## src/rtl/keypad_scanner.sv

```systemverilog
// 4x4 matrix keypad scanner: walks the active-low columns, debounces whole-scan images and
// reports each newly pressed key as a single event on a valid/ready output.
module keypad_scanner #(
    parameter int SCAN_DIV     = 50000,
    parameter int STABLE_SCANS = 10
) (
    input  logic       clock,
    input  logic       reset,
    output logic [3:0] col_n,
    input  logic [3:0] row_n,
    output logic       key_valid,
    output logic [3:0] key_code,
    input  logic       key_ready,
    output logic       key_held,
    output logic       overrun
);

    localparam int             CW          = (SCAN_DIV > 1) ? $clog2(SCAN_DIV) : 1;
    localparam logic [CW-1:0]  CNT_LAST    = CW'(SCAN_DIV - 1);
    localparam logic [7:0]     STABLE_MAX  = 8'(STABLE_SCANS);
    localparam logic [7:0]     STABLE_PREV = 8'(STABLE_SCANS - 1);

    typedef enum logic [1:0] {
        ST_START,
        ST_SCAN,
        ST_EVAL
    } state_e;

    state_e        state_q, state_d;
    logic [1:0]    col_q, col_d;
    logic [CW-1:0] cnt_q, cnt_d;
    logic [3:0]    colN_q, colN_d;
    logic [3:0]    rowMeta_q, rowSync_q;
    logic [15:0]   image_q, image_d;
    logic [15:0]   prevImage_q, prevImage_d;
    logic [15:0]   debImage_q, debImage_d;
    logic [7:0]    stableCnt_q, stableCnt_d;
    logic          keyValid_q, keyValid_d;
    logic [3:0]    keyCode_q, keyCode_d;
    logic          keyHeld_q, keyHeld_d;
    logic          overrun_q, overrun_d;

    logic [15:0]   newBits;
    logic [4:0]    newCount;
    logic [4:0]    keyCount;
    logic [3:0]    newIndex;
    logic          debUpdate;
    logic          eventFire;

    // Row returns are asynchronous to the clock; the idle level (all high) is the reset value.
    always_ff @(posedge clock) begin
        if (reset) begin
            rowMeta_q <= 4'hF;
            rowSync_q <= 4'hF;
        end else begin
            rowMeta_q <= row_n;
            rowSync_q <= rowMeta_q;
        end
    end

    always_ff @(posedge clock) begin
        if (reset) begin
            state_q     <= ST_START;
            col_q       <= 2'd0;
            cnt_q       <= '0;
            colN_q      <= 4'hF;
            image_q     <= '0;
            prevImage_q <= '0;
            debImage_q  <= '0;
            stableCnt_q <= '0;
            keyValid_q  <= 1'b0;
            keyCode_q   <= 4'd0;
            keyHeld_q   <= 1'b0;
            overrun_q   <= 1'b0;
        end else begin
            state_q     <= state_d;
            col_q       <= col_d;
            cnt_q       <= cnt_d;
            colN_q      <= colN_d;
            image_q     <= image_d;
            prevImage_q <= prevImage_d;
            debImage_q  <= debImage_d;
            stableCnt_q <= stableCnt_d;
            keyValid_q  <= keyValid_d;
            keyCode_q   <= keyCode_d;
            keyHeld_q   <= keyHeld_d;
            overrun_q   <= overrun_d;
        end
    end

    // Keys that would become newly set if the current image were accepted as debounced.
    always_comb begin
        newBits  = image_q & ~debImage_q;
        newCount = '0;
        keyCount = '0;
        newIndex = '0;
        for (int i = 0; i < 16; i++) begin
            if (newBits[i]) begin
                newCount = newCount + 5'd1;
                newIndex = 4'(i);
            end
            if (image_q[i]) begin
                keyCount = keyCount + 5'd1;
            end
        end
    end

    assign debUpdate = (state_q == ST_EVAL) && (image_q == prevImage_q) &&
                       (stableCnt_q == STABLE_PREV);
    assign eventFire = debUpdate && (newCount == 5'd1) && (keyCount <= 5'd2);

    always_comb begin
        state_d     = state_q;
        col_d       = col_q;
        cnt_d       = cnt_q;
        image_d     = image_q;
        prevImage_d = prevImage_q;
        debImage_d  = debImage_q;
        stableCnt_d = stableCnt_q;
        keyValid_d  = keyValid_q;
        keyCode_d   = keyCode_q;
        overrun_d   = overrun_q;

        case (state_q)
            ST_START: begin
                col_d   = 2'd0;
                cnt_d   = '0;
                state_d = ST_SCAN;
            end
            ST_SCAN: begin
                if (cnt_q == CNT_LAST) begin
                    cnt_d                     = '0;
                    image_d[{col_q, 2'b00} +: 4] = ~rowSync_q;
                    if (col_q == 2'd3) begin
                        state_d = ST_EVAL;
                    end else begin
                        col_d = col_q + 2'd1;
                    end
                end else begin
                    cnt_d = cnt_q + CW'(1);
                end
            end
            ST_EVAL: begin
                if (image_q == prevImage_q) begin
                    if (stableCnt_q != STABLE_MAX) begin
                        stableCnt_d = stableCnt_q + 8'd1;
                    end
                end else begin
                    stableCnt_d = '0;
                    prevImage_d = image_q;
                end
                if (debUpdate) begin
                    debImage_d = image_q;
                end
                col_d   = 2'd0;
                cnt_d   = '0;
                state_d = ST_SCAN;
            end
            default: begin
                state_d = ST_START;
            end
        endcase

        // A new press either loads (slot free or being emptied this cycle) or is dropped.
        if (eventFire) begin
            if (keyValid_q && !key_ready) begin
                overrun_d = 1'b1;
            end else begin
                keyValid_d = 1'b1;
                keyCode_d  = newIndex;
            end
        end else if (keyValid_q && key_ready) begin
            keyValid_d = 1'b0;
        end

        keyHeld_d = |debImage_d;
        colN_d    = (state_d == ST_SCAN) ? ~(4'b0001 << col_d) : 4'hF;
    end

    assign col_n     = colN_q;
    assign key_valid = keyValid_q;
    assign key_code  = keyCode_q;
    assign key_held  = keyHeld_q;
    assign overrun   = overrun_q;

endmodule

```

## config.mk

```make
export PLATFORM = sky130hd
export DESIGN_NAME = keypad_scanner
export DESIGN_NICKNAME = d
export VERILOG_FILES = /design/src/rtl/keypad_scanner.sv
export SDC_FILE = /design/constraint.sdc
export NUM_CORES = 1
export LEC_CHECK = 0
export CORE_MARGIN = 2
export CORE_UTILIZATION = 35
export CTS_CLUSTER_DIAMETER = 120
export DETAILED_ROUTE_END_ITERATION = 10
export GPL_TIMING_DRIVEN = 1
export PLACE_DENSITY = 0.58
export SYNTH_ARGS = -nofsm -noshare
export SYNTH_HDL_FRONTEND = slang
export SYNTH_SLANG_ARGS = --single-unit
```

## constraint.sdc

```tcl
create_clock -name clock -period 15.1 [get_ports clock]
set_clock_uncertainty 0.1 [all_clocks]
set_input_delay 4.53 -clock clock [delete_from_list [all_inputs] [get_ports clock]]
set_output_delay 4.53 -clock clock [all_outputs]
set_load 0.02 [all_outputs]
```

* Word level (Yosys, flattened, before mapping) *
Cells that the tools add are included.

word-level totals
  output and inout bits = 11
  bits of input ports = 7
  register bits = 95
  word-level logic and storage cells = 152

operators by class
  mux-type cells = 63
  shifts and indexed selects = 3
  reductions and logical operators = 19
  eq/ne operators = 11
  order comparisons = 1
  $add $sub $neg = 34
  bitwise logic cells = 7

operators by type and width
  cell                                                                     number
  5-bit by 1-bit adder with 5-bit output, second input constant            30
  5-bit 2-to-1 mux                                                         30
  4-bit 2-to-1 mux                                                         14
  16-bit 2-to-1 mux                                                        3
  16-bit case mux with 2 select lines                                      1
  16-bit by 1-bit adder with 16-bit output, second input constant          1
  16-bit AND                                                               1
  16-bit bitwise mux                                                       1
  16-bit == test                                                           1
  16-bit == test, second input constant                                    1
  8-bit 2-to-1 mux                                                         2
  16-bit NOT                                                               1
  16-bit OR reduction                                                      1
  4-bit by 6-bit variable shift with 16-bit output, first input constant   1
  4-bit by 6-bit indexed part select with 16-bit output                    1
  2-bit AND reduction                                                      6
  8-bit by 1-bit adder with 8-bit output, second input constant            1
  8-bit by 4-bit == test with 1-bit output, second input constant          1
  2-bit 2-to-1 mux                                                         4
  8-bit by 4-bit inequality test with 1-bit output, second input constant  1
  4-bit NOT                                                                2
  2-bit case mux with 2 select lines                                       2
  1-bit logical AND                                                        6
  1-bit 2-to-1 mux                                                         6
  other kinds (14)                                                         20

* Depth between registers and ports, before layout *
  depth in word-level cells = 38
  depth in mapped cells = 52

* Least setup slack after synthesis *
Ideal clock, no wire load.

  path kind = register to register
  start point = reg image_q[0]
  end point = reg keyCode_q[0] (netlist: key_code[0])
  data arrival time = 9.690 ns
  cell stages (with the launch flop) = 51
  period minus slack after synthesis = 9.911 ns
  data required time = 14.879 ns
  path slack = 5.189 ns
  setup time = 0.121 ns
  path through = dfxtp_1 -> ha_1 -> or2_2 -> and2_1 -> ha_1 -> mux2_2 -> ha_1 -> mux2_2 -> ha_1 -> nand2_1 -> nand3_1 -> ha_1 -> nor2b_1 -> a21oi_1 -> ha_1 -> nand2_1 -> o21a_1 -> a31oi_1 -> (+15 left out) -> nor2_1 -> nor2_1 -> ha_1 -> nand2_1 -> o31ai_1 -> ha_1 -> mux2_2 -> ha_1 -> nand2_1 -> nor2_1 -> and3_1 -> a211o_1 -> mux2i_1 -> xnor2_1 -> nor4_2 -> and3_1 -> buf_6 -> mux2_4

on the way
  cells in the longest elaborated chain, start to end = 36

RTL lines
  what                                                                             line  text
  start, declared                                                                  34    logic [15:0] image_q, image_d;
  start signal, assigned                                                           80    image_q <= image_d;
  branches (longest 34 deep; another with 5-bit by 1-bit adder with 5-bit output)  n/a
  1-bit logical AND *                                                              110   assign eventFire = debUpdate && (newCount == 5'd1) && (keyCount <= 5'd2);
  2-bit AND reduction (no line) *                                                  n/a
  end signal, assigned                                                             85    keyCode_q <= keyCode_d;
  end, declared                                                                    39    logic [3:0] keyCode_q, keyCode_d;

Mark *: on every way between the ends.
A chain may end at the register's enable or synchronous reset.

* Worst setup path after layout *
Ends and elaborated chain as after synthesis.

==> metrics.md <==
| Metric | Value |
|---|---|
| Cell count after synthesis | `927` |
| Initial Util | `a little over a third` |
| Floorplan core area | `0.0218 mm²` |
| Fraction of synthesis flops using an asynchronous set or reset pin | `0%` |
| Crit-path max FO | `8` |
| Post-route standard cell area excluding fillers | `about 0.0084 mm²` |
| First-pass iteration count of the detailed router | `4` |
| Ratio of final minimum period to clock period | `72.2%` |
| End of the worst hold path | `rowSync_q[0]$_SDFF_PP1_` |
| GRT Util Overall | `approximately 15%` |
| Post-route DRC | `0` |
| # diodes | `0` |
| Number of nets with antenna violations after routing | `0` |
| Critical path arrival | `11.05 ns` |
| Final weighted congestion of routability-driven global placement | `0.807` |
| Growth of design area from synthesis to finish | `9.12%` |
| H-tree levels | `3` |
| Count of flip-flops with a built-in enable after synthesis | `0` |
| Worst Hold Class | `reg2reg` |
| Reg-to-reg critical path endpoint | `key_code[0]$_SDFFE_PP0P_` |
| Mean Syn Cell Area | `8.33 µm²` |
| DR vias/cell | `slightly above 5` |
| Total of flip-flops plus latches after synthesis | `95` |
| Worst Max-Slew Pin Slew | `roughly 1.0 ns` |
| Pwr Density | `58.4 mW/mm²` |
| Launch instance of the worst register-to-register path | `image_q[0]$_SDFFE_PP0P_` |
| Final instance count without filler cells | `1205` |
| Fin. Hold Viols | `0` |
| Worst setup path startpoint | `image_q[0]$_SDFFE_PP0P_` |
| Dpl cell area | `0.00813 mm²` |
| Commonest cells after routing, fill and taps aside | `125 x sky130_fd_sc_hd__nor2_1, 95 x sky130_fd_sc_hd__dfxtp_1, 73 x sky130_fd_sc_hd__nand2_1` |
| Post-synth cell types | `88` |
| Status | `completed` |
| Time the final worst path needs with I/O delays and setup | `10.90 ns` |
| TritonCTS clock tree | `built` |
| Total routed wirelength | `16700 µm` |
| Setup violation total in the final timing report | `0` |
| Leading cell type in the layout, fill and taps excluded | `sky130_fd_sc_hd__nor2_1` |
| Cell area after technology mapping | `0.00772 mm²` |
| Die Y | `153 µm` |
| Primary FF master, synth | `sky130_fd_sc_hd__dfxtp_1` |
| Final net count | `968` |
| Reg2Reg Setup Slack | `4.20 ns` |
| Utilization after layout | `between 30% and 40%` |
| Maximum frequency from static timing analysis | `91.8 MHz` |
| Number of hold buffers added after cts | `0` |
| Post-route total power | `0.492 mW` |
| Number of buffers created by CTS | `9` |
| Storage cell area | `0.00190 mm²` |
| Count of synthesis-stage warnings from yosys | `0` |
| Iteration-0 DRC Markers | `~230` |
| Most common cell type on the critical path | `sky130_fd_sc_hd__ha_1` |
| RSZ-0062 raised after global routing | `false` |
| Clock Path Buffers | `2` |
| Routed len/inst | `13.9 µm` |
| Floorplan die width | `153 µm` |
| Clock transition time at the flip-flop clock pins of the worst setup and hold paths | `approximately 0.070 ns` |
| First-pass GRT wire length | `28800 µm` |
| Max-cap violation count | `0` |
| Sinks on the clock net | `95` |
| Post-CTS Setup Inserts | `0` |
| Worst VDD drop | `roughly 0.071 mV` |
| Number of gates resized after CTS | `0` |
| Number of pins exceeding their max-slew limit in the final report | `0` |
| Total negative slack for setup checks | `0 ns` |
| Initial antenna violation count | `0` |
| DIE AREA | `0.0233 mm²` |
| Via count of the first global-routing pass | `5854` |
| Number of cell instances on the worst register-to-register path | `49` |
| Site row count | `54` |
| Number of cells traversed by the worst hold path | `1` |
| Area of the multi-input gates | `0.00551 mm²` |
| Layout cell share with drive strength beyond 1 | `9.51%` |
| CP Capture Type | `register` |
| Leakage Power | `3.51 nW` |
| Total vias in the final route | `6160` |
| Largest incremental delay on the critical path | `0.49 ns` |
| Cell at the root of the clock tree | `sky130_fd_sc_hd__clkbuf_16` |
| Hold Path Origin | `rowMeta_q[0]$_SDFF_PP1_` |
| Kind of critical path | `reg2reg` |
| Final global-route overflow total | `0` |
| Required time of the critical path | `15.25 ns` |
| Cell count after placement | `1189` |
| Clock insertion delay at the later pin of the skew report | `0.36 ns` |
| Pin count of the biggest net entering global routing | `a little over 70` |
| Synthesized net count | `975` |
| Post-synthesis sequential area ratio | `24.6%` |
| Rel. slew slack | `33.6%` |
| Number of buffers added on ports | `17` |
| Detail Placement HPWL | `12700 µm` |
| Layout fillers | `2292` |
| I/O pin total | `18` |
| Slowest cell on crit path | `sky130_fd_sc_hd__dfxtp_1` |
| Worst Setup Start Kind | `register` |
cell families (layout without fill, tap and decap cells):
kind of cell,after synthesis,count (layout),synth area share (%)
flops,95,95,24.6
buf+inv,76,74,4.03
xor+xnor,126,126,18.3
simple gates,389,389,25.8
fa+ha+maj,41,41,6.64
compound gates,142,142,12.7
mux,58,58,7.89
routing by layer:
metal | track usage [%] | up-vias | routed length [µm]
met5 | 0 | - | 0
met1 | 20.6 | 2847 | 8430
met3 | 1.79 | 15 | 508
li1 | - | 3234 | -
met2 | 24.0 | 64 | 7570
met4 | 3.70 | 0 | 187
state kept, by name (all words and copies together), names as in the netlist, 2 cells and up:
register / count
stableCnt_q: 8
key_code: 4
col_n: 4
debImage_q: 16
cnt_q: 16
image_q: 16
prevImage_q: 16
rowSync_q: 4
state_q: 2
col_q: 2
rowMeta_q: 4
power breakdown:
group | switching (mW) | total (mW) | internal (mW) | leakage (nW)
Clock | 0.113 | 0.230 | 0.117 | 0.148
Combinational | 0.00565 | 0.00916 | 0.00350 | 2.60
Sequential | 0.00126 | 0.253 | 0.252 | 0.768
cells in the mapped netlist, types with 3 or more instances:
cell	n	area share, %
sky130_fd_sc_hd__and2_1	12	0.97
sky130_fd_sc_hd__nor3b_1	3	0.29
sky130_fd_sc_hd__nand2b_1	19	1.5
sky130_fd_sc_hd__inv_1	29	1.4
sky130_fd_sc_hd__nor3_1	21	1.4
sky130_fd_sc_hd__dfxtp_1	95	25
sky130_fd_sc_hd__xor2_1	50	5.7
sky130_fd_sc_hd__nand2_1	73	3.5
sky130_fd_sc_hd__mux2i_1	50	6.5
sky130_fd_sc_hd__clkbuf_1	33	1.6
sky130_fd_sc_hd__o21a_1	5	0.49
sky130_fd_sc_hd__a21oi_1	36	2.3
sky130_fd_sc_hd__or3_1	5	0.41
sky130_fd_sc_hd__nor2b_1	17	1.4
sky130_fd_sc_hd__xnor3_2	6	1.8
sky130_fd_sc_hd__or4_1	4	0.39
sky130_fd_sc_hd__and3_1	8	0.65
sky130_fd_sc_hd__buf_2	6	0.39
sky130_fd_sc_hd__a21o_1	7	0.68
sky130_fd_sc_hd__xor2_2	4	0.84
sky130_fd_sc_hd__ha_1	41	6.6
sky130_fd_sc_hd__o21ai_0	19	1.2
sky130_fd_sc_hd__o211ai_1	5	0.49
sky130_fd_sc_hd__xnor2_2	7	1.5
sky130_fd_sc_hd__mux2_2	5	0.73
sky130_fd_sc_hd__nand3_1	23	1.5
sky130_fd_sc_hd__nor4_1	15	1.2
sky130_fd_sc_hd__nand4_1	13	1.1
sky130_fd_sc_hd__xnor2_1	50	5.7
sky130_fd_sc_hd__a22oi_1	6	0.58
sky130_fd_sc_hd__and4_1	3	0.34
sky130_fd_sc_hd__nor2_1	125	6.1
sky130_fd_sc_hd__or2_2	15	1.2
sky130_fd_sc_hd__xnor3_1	5	1.5
sky130_fd_sc_hd__buf_1	4	0.19
sky130_fd_sc_hd__o22ai_1	6	0.49
sky130_fd_sc_hd__a31oi_1	11	0.89
sky130_fd_sc_hd__nand3b_1	13	1.3
sky130_fd_sc_hd__nand4b_1	5	0.57
sky130_fd_sc_hd__a211oi_1	6	0.58
worst max path at each step:
| stage | end | slack, ns | cells after the start |
|---|---|---|---|
| final | key_code[0]$_SDFFE_PP0P_ | 4.20 | 49 |
| after global routing | key_code[0]$_SDFFE_PP0P_ | 3.34 | 49 |
| after CTS | key_code[1]$_SDFFE_PP0P_ | 4.22 | 49 |
| after detailed placement | key_code[0]$_SDFFE_PP0P_ | 4.28 | 49 |
| after global placement | key_code[1]$_SDFFE_PP0P_ | 4.53 | 49 |
| after floorplan | key_code[0]$_SDFFE_PP0P_ | 5.19 | 50 |
area by class of cell:
cell class	count	share of cell area [%]
Clock buffer	9	2.67
Clock inverter	7	0.891
Inverter	30	1.34
Multi-Input combinational cell	756	65.4
Sequential cell	95	22.6
Tap cell	280	4.16
Timing Repair Buffer	28	2.94
worst max-delay path: cells and delay by family, from the launching register on:
family,cells,cell delay [ns]
AND/OR/NAND/NOR,17,2.50
flip-flops,1,0.49
multiplexers,5,1.32
adder cells (fa/ha/maj),14,4.18
XOR/XNOR,2,0.28
buffers and inverters,1,0.08
AO/OA/AOI/OAI,10,1.83
through the flow:
step | setup WS, ns | hold slack (ns)
floorplan | 5.19 | 0.289
global placement | 4.53 | 0.291
detailed placement | 4.28 | 0.292
CTS | 4.22 | 0.309
global route | 3.34 | 0.319
finish | 4.20 | 0.308
Note: power is estimated with default switching activity, not from simulation.
